[config.mk]
export PLATFORM = sky130hd
export DESIGN_NAME = vga_timing_flat
export DESIGN_NICKNAME = d
export VERILOG_FILES = /design/src/rtl/vga_pkg.sv /design/src/rtl/vga_timing_if.sv /design/src/rtl/sync_delay_line.sv /design/src/rtl/vga_timing.sv /design/src/flat_wrapper.sv
export SDC_FILE = /design/constraint.sdc
export NUM_CORES = 1
export LEC_CHECK = 0
export CORE_ASPECT_RATIO = 0.5
export CORE_MARGIN = 1.5
export CORE_UTILIZATION = 50
export CTS_CLUSTER_DIAMETER = 50
export DETAILED_ROUTE_END_ITERATION = 8
export GPL_TIMING_DRIVEN = 0
export HOLD_SLACK_MARGIN = 0.06
export PLACE_DENSITY = 0.88
export RECOVER_POWER = 50
export SYNTH_ARGS = -nofsm -noshare
export SYNTH_HDL_FRONTEND = slang
export SYNTH_SLANG_ARGS = --single-unit
[constraint.sdc]
create_clock -name clk_i -period 1.9 [get_ports clk_i]
set_input_delay 0.19 -clock clk_i [delete_from_list [all_inputs] [get_ports clk_i]]
set_output_delay 0.19 -clock clk_i [all_outputs]
set_load 0.02 [all_outputs]
[src/rtl/vga_pkg.sv]
// vga_pkg: shared 1280x1024@60 raster constants and coordinate widths
package vga_pkg;
  localparam int COL_W = 12;
  localparam int ROW_W = 11;
  localparam int H_ACTIVE = 1280;
  localparam int H_FRONT = 48;
  localparam int H_SYNC = 112;
  localparam int H_BACK = 248;
  localparam int V_ACTIVE = 1024;
  localparam int V_FRONT = 1;
  localparam int V_SYNC = 3;
  localparam int V_BACK = 38;
  localparam int H_TOTAL = H_ACTIVE + H_FRONT + H_SYNC + H_BACK;
  localparam int V_TOTAL = V_ACTIVE + V_FRONT + V_SYNC + V_BACK;
  localparam int HS_START = H_ACTIVE + H_FRONT;
  localparam int HS_END = HS_START + H_SYNC;
  localparam int VS_START = V_ACTIVE + V_FRONT;
  localparam int VS_END = VS_START + V_SYNC;
  localparam logic SYNC_POL = 1'b1;
  localparam int SYNC_DELAY = 2;
endpackage

[src/rtl/vga_timing_if.sv]
// vga_timing_if: pixel-coordinate stream and VGA sync outputs
interface vga_timing_if;
  import vga_pkg::*;
  logic [COL_W-1:0] display_col;
  logic [ROW_W-1:0] display_row;
  logic visible;
  logic frame_start;
  logic line_start;
  logic vga_hs;
  logic vga_vs;
  logic vga_de;
  modport master(output display_col, display_row, visible, frame_start, line_start, vga_hs, vga_vs, vga_de);
  modport slave(input display_col, display_row, visible, frame_start, line_start, vga_hs, vga_vs, vga_de);
endinterface

[src/rtl/sync_delay_line.sv]
// sync_delay_line: W-bit, D-deep shift register with reset value; D=0 is a wire
module sync_delay_line #(
  parameter int W = 1,
  parameter int D = 1,
  parameter logic [W-1:0] RST = '0
) (
  input  logic         clk_i,
  input  logic         rst_i,
  input  logic [W-1:0] d_i,
  output logic [W-1:0] q_o
);
  if (D == 0) begin : g_pass
    assign q_o = d_i;
  end else begin : g_pipe
    logic [W-1:0] stage_q [D];
    // shift one stage per clock, all stages cleared to RST
    always_ff @(posedge clk_i or posedge rst_i)
      if (rst_i) begin
        for (int i = 0; i < D; i++) stage_q[i] <= RST;
      end else begin
        stage_q[0] <= d_i;
        for (int i = 1; i < D; i++) stage_q[i] <= stage_q[i-1];
      end
    assign q_o = stage_q[D-1];
  end
endmodule

[src/rtl/vga_timing.sv]
// vga_timing: free-running raster counters with decode and delayed VGA syncs
module vga_timing #(
  parameter int H_ACTIVE = vga_pkg::H_ACTIVE,
  parameter int H_FRONT = vga_pkg::H_FRONT,
  parameter int H_SYNC = vga_pkg::H_SYNC,
  parameter int H_BACK = vga_pkg::H_BACK,
  parameter int V_ACTIVE = vga_pkg::V_ACTIVE,
  parameter int V_FRONT = vga_pkg::V_FRONT,
  parameter int V_SYNC = vga_pkg::V_SYNC,
  parameter int V_BACK = vga_pkg::V_BACK,
  parameter logic SYNC_POL = vga_pkg::SYNC_POL,
  parameter int SYNC_DELAY = vga_pkg::SYNC_DELAY
) (
  input logic          clk_i,
  input logic          rst_i,
  vga_timing_if.master vga
);
  localparam int CW = vga_pkg::COL_W;
  localparam int RW = vga_pkg::ROW_W;
  localparam logic [CW-1:0] H_LAST = CW'(H_ACTIVE + H_FRONT + H_SYNC + H_BACK - 1);
  localparam logic [CW-1:0] H_VIS = CW'(H_ACTIVE);
  localparam logic [CW-1:0] HS_START = CW'(H_ACTIVE + H_FRONT);
  localparam logic [CW-1:0] HS_END = CW'(H_ACTIVE + H_FRONT + H_SYNC);
  localparam logic [RW-1:0] V_LAST = RW'(V_ACTIVE + V_FRONT + V_SYNC + V_BACK - 1);
  localparam logic [RW-1:0] V_VIS = RW'(V_ACTIVE);
  localparam logic [RW-1:0] VS_START = RW'(V_ACTIVE + V_FRONT);
  localparam logic [RW-1:0] VS_END = RW'(V_ACTIVE + V_FRONT + V_SYNC);
  logic [CW-1:0] col_q, col_d;
  logic [RW-1:0] row_q, row_d;
  logic h_wrap, hs_raw, vs_raw, vis_raw;
  logic [2:0] dly_q;
  // next raster position: row only moves on the column wrap
  always_comb begin
    h_wrap = col_q == H_LAST;
    col_d = h_wrap ? '0 : col_q + 1'b1;
    row_d = !h_wrap ? row_q : (row_q == V_LAST) ? '0 : row_q + 1'b1;
  end
  // counter registers, published directly as the coordinate stream
  always_ff @(posedge clk_i or posedge rst_i)
    if (rst_i) begin
      col_q <= '0;
      row_q <= '0;
    end else begin
      col_q <= col_d;
      row_q <= row_d;
    end
  // raw decodes, cycle-aligned with the counters
  always_comb begin
    vis_raw = (col_q < H_VIS) && (row_q < V_VIS);
    hs_raw = (col_q >= HS_START && col_q < HS_END) ? SYNC_POL : ~SYNC_POL;
    vs_raw = (row_q >= VS_START && row_q < VS_END) ? SYNC_POL : ~SYNC_POL;
  end
  sync_delay_line #(
    .W(3),
    .D(SYNC_DELAY),
    .RST({~SYNC_POL, ~SYNC_POL, 1'b0})
  ) u_dly (
    .clk_i(clk_i),
    .rst_i(rst_i),
    .d_i({hs_raw, vs_raw, vis_raw}),
    .q_o(dly_q)
  );
  assign vga.display_col = col_q;
  assign vga.display_row = row_q;
  assign vga.visible = vis_raw;
  assign vga.frame_start = (col_q == '0) && (row_q == '0);
  assign vga.line_start = col_q == '0;
  assign vga.vga_hs = dly_q[2];
  assign vga.vga_vs = dly_q[1];
  assign vga.vga_de = dly_q[0];
endmodule
[src/flat_wrapper.sv]
// flat-port wrapper written by rule: the top's interface ports become plain ports
module vga_timing_flat 
#(
  parameter int H_ACTIVE = vga_pkg::H_ACTIVE,
  parameter int H_FRONT = vga_pkg::H_FRONT,
  parameter int H_SYNC = vga_pkg::H_SYNC,
  parameter int H_BACK = vga_pkg::H_BACK,
  parameter int V_ACTIVE = vga_pkg::V_ACTIVE,
  parameter int V_FRONT = vga_pkg::V_FRONT,
  parameter int V_SYNC = vga_pkg::V_SYNC,
  parameter int V_BACK = vga_pkg::V_BACK,
  parameter logic SYNC_POL = vga_pkg::SYNC_POL,
  parameter int SYNC_DELAY = vga_pkg::SYNC_DELAY
)
  (clk_i, rst_i, vga_display_col, vga_display_row, vga_visible, vga_frame_start, vga_line_start, vga_vga_hs, vga_vga_vs, vga_vga_de);
  vga_timing_if vga_i ();
  input logic clk_i;
  input logic rst_i;
  output wire logic [$bits(vga_i.display_col)-1:0] vga_display_col;
  output wire logic [$bits(vga_i.display_row)-1:0] vga_display_row;
  output wire logic [$bits(vga_i.visible)-1:0] vga_visible;
  output wire logic [$bits(vga_i.frame_start)-1:0] vga_frame_start;
  output wire logic [$bits(vga_i.line_start)-1:0] vga_line_start;
  output wire logic [$bits(vga_i.vga_hs)-1:0] vga_vga_hs;
  output wire logic [$bits(vga_i.vga_vs)-1:0] vga_vga_vs;
  output wire logic [$bits(vga_i.vga_de)-1:0] vga_vga_de;
  assign vga_display_col = vga_i.display_col;
  assign vga_display_row = vga_i.display_row;
  assign vga_visible = vga_i.visible;
  assign vga_frame_start = vga_i.frame_start;
  assign vga_line_start = vga_i.line_start;
  assign vga_vga_hs = vga_i.vga_hs;
  assign vga_vga_vs = vga_i.vga_vs;
  assign vga_vga_de = vga_i.vga_de;
  vga_timing #(.H_ACTIVE(H_ACTIVE), .H_FRONT(H_FRONT), .H_SYNC(H_SYNC), .H_BACK(H_BACK), .V_ACTIVE(V_ACTIVE), .V_FRONT(V_FRONT), .V_SYNC(V_SYNC), .V_BACK(V_BACK), .SYNC_POL(SYNC_POL), .SYNC_DELAY(SYNC_DELAY)) u_core (.clk_i(clk_i), .rst_i(rst_i), .vga(vga_i));
endmodule
==> out/metrics.csv <==
metric;value;unit
grt_pass1_vias;1054;
num-fill-cells;198;
outcome;completed;
drt-total-wl;3.26;mm
relSlewSlack;28.2;%
wl_per_cell;14.8;um
holdBufCountCts;0;
die_area;3240;um2
pin_count;31;
core;2670;um2
grt_start_max_net_pins;30;
htree_levels;2;
p_seq_share;51.5;%
fin_tns_setup;0;ps
critical_path_class;reg2out;
yosysSeqAreaShare;50.2;%
cts_buffer_depth;2;
port_buffers;30;
internal-power;946;uW
clock.fmax;535;MHz
n_antenna_cell;0;
yosysWarningCount;0;
crit_required;1710;ps
final.min_clock_period;1870;ps
drc;0;
setup_viol;0;
hpwl;2.06;mm
min_path_type;reg2reg;
drive_gt1_share;16.9;%
die_width;79.1;um
area_delta_synth_final;35.8;%
clk_pin_slew;60;ps
syn_nets;148;
final_antenna_net_count;0;
avgSynthCellArea;10.3;um2
holdCritStartpoint;u_core.u_dly.g_pipe.stage_q[3];
ys.flop_type;dfrtp_1;
ctsRootBufferMaster;clkbuf_8;
drt_iter0_markers;104;
p_clk_share;47.4;%
cts-buffers-inserted;5;
vdd_ir_drop_max;0.000371;V
drv_slew;0;
grt_usage;22.0;%
row_count;13;
hold_viol_final;0;
via_count;1207;
synth_edf_count;0;
clkLatencyLatePin;290;ps
cts_tree;built;
synth_area;1450;um2
cts_sinks;29;
critical_path_arrival;1680;ps
r2r-start;u_core.vga.display_col[1];
antenna_found_initial;0;
reg2regPathDepth;6;
sw_frac_of_total;21.1;%
tightest_slew;1080;ps
grt_pass1_wl;4.97;mm
fin_crit_sh;98.3;%
min_to;u_core.u_dly.q_o[0];
power_per_cell_area;610;nW/um2
finalNetCount;189;
hold_depth;0;
startpoint;u_core.vga.display_row[3];
gr-total-overflow;0;
power_leakage;0.000895;uW
timing.rr.end;u_core.vga.display_col[11];
clock_skew;5.97;ps
combPwrFrac;1.1;%
drt_first_pass_iters;4;
synth_cell_types;34;
fin_util;73.6;%
path_max_fanout;10;
p_sw;252;uW
cp-start-kind;register;
fp.dieH;41.0;um
ys_ff_latch;29;
rsz0062_at_grt;yes;
initial_core_util;54.2;%
syn_inst;141;
vias_per_cell;5.49;
cap_violations;0;
synthArstFlopShare;100;%
gp_congestion;0.902;
end_kind;output port;
rrSetupSlack;70;ps
[layer usage]
metal  vias to the layer above  track usage, %  part of all wire [%]
met5                         -               0                     0
met4                         0            11.8                   2.1
met3                         9            6.89                   4.8
met2                        30            37.4                    49
met1                       595            26.4                    44
li1                        573               -                     -
[repair_timing]
action,CTS,global route
buffers inserted,2,2
pin swaps,4,2
setup endpoints to repair,3,3
gates resized for setup,12,6
[how the worst max path moves through the flow]
| stage | end | slack (ps) | cells after the start |
|---|---|---|---|
| 2_1_floorplan | vga_frame_start | 5 | 4 |
| 3_3_place_gp | vga_frame_start | -290 | 5 |
| 3_5_place_dp | vga_frame_start | -310 | 4 |
| 4_1_cts | vga_line_start | 20 | 5 |
| 5_1_grt | vga_frame_start | -80 | 4 |
| 6_report | vga_frame_start | 30 | 5 |
[sequential cells by signal, indices dropped and copies added (netlist names)]
name	cells
u_core.vga.display_col	12
u_core.vga.display_row	11
u_core.u_dly.g_pipe.stage_q	3
u_core.u_dly.q_o	3
[per-stage QoR]
| step | cells | power [uW] | instance area (um2) | hold slack [ps] | setup slack, ps |
|---|---|---|---|---|---|
| CTS | 218 | 1210 | 1940 | 350 | 19.8 |
| global route | 220 | 1240 | 1960 | 364 | -79.1 |
| finish | 220 | 1200 | 1960 | 351 | 31.5 |
| floorplan | 141 | 638 | 1460 | 268 | 5.35 |
| global placement | 208 | 643 | 1810 | 332 | -294 |
| detailed placement | 208 | 644 | 1810 | 336 | -313 |
[Yosys cell counts (2+ instances only)]
master / number / area share, %
dfrtp_1: 29 / 50
nor2_1: 14 / 3.6
inv_1: 10 / 2.6
nand2_1: 8 / 2.1
nand3_1: 8 / 2.8
xnor2_1: 8 / 4.8
nand4_1: 7 / 3.0
xor2_1: 6 / 3.6
ha_1: 5 / 4.3
nor3_1: 5 / 1.7
o21ai_0: 5 / 1.7
and4_1: 4 / 2.4
and3_1: 3 / 1.3
buf_6: 3 / 2.3
a21oi_1: 2 / 0.69
buf_2: 2 / 0.69
clkbuf_1: 2 / 0.52
nor4_1: 2 / 0.86
o21a_1: 2 / 1.0
or4_1: 2 / 1.0
[power groups by stage]
stage          Clock (uW)  Sequential, uW  Combinational, uW
6_report              567             618               13.1
5_1_grt               604             617               16.5
4_1_cts               576             617               14.7
3_5_place_dp            0             629               14.7
3_3_place_gp            0             629               14.2
2_1_floorplan           0             629               9.14
[logic make-up (layout without fill, tap and decap cells)]
| family | count (synthesis) | in the layout | synth area share (%) |
|---|---|---|---|
| AOI/OAI and AO/OA | 12 | 12 | 5.02 |
| xor gates and xnor gates | 14 | 14 | 8.48 |
| adders and majority gates | 5 | 5 | 4.33 |
| buffers and inverters | 17 | 59 | 6.14 |
| DFF | 29 | 29 | 50.2 |
| muxes | 1 | 1 | 0.692 |
| and+or+nand+nor | 63 | 63 | 25.2 |
[critical path: stages, from the launching register on]
cell and delay, ps:
dfrtp_1 390, clkbuf_2 180, nor2_1 130, nand4_1 200, nor4bb_4 310, buf_4 180
[cell usage in the layout (no fill, tap or decap), types with 2 or more instances in the layout]
cell type,count
clkbuf_8,7
clkdlybuf4s50_1,19
xnor2_1,8
o21a_1,2
o21ai_0,5
a21oi_1,2
buf_2,2
nor4_4,2
dfrtp_2,3
nor3_1,5
buf_6,3
and4_1,4
buf_4,6
nand3_1,8
and3_1,3
dlygate4sd3_1,8
or4_1,2
dfrtp_1,26
ha_1,5
xor2_1,6
inv_1,10
nand4_1,7
nand2_1,8
nor2_1,13
[cell type report]
type / count / area, um2 / share of cell area [%]
Buffer: 7 / 52.6 / 2.68
Clock buffer: 7 / 96.3 / 4.90
Clock inverter: 1 / 5.00 / 0.255
Inverter: 10 / 37.5 / 1.91
Multi-Input combinational cell: 95 / 673 / 34.3
Sequential cell: 29 / 729 / 37.1
Tap cell: 37 / 46.3 / 2.36
Timing Repair Buffer: 34 / 324 / 16.5
(Power assumes the default switching activity.)
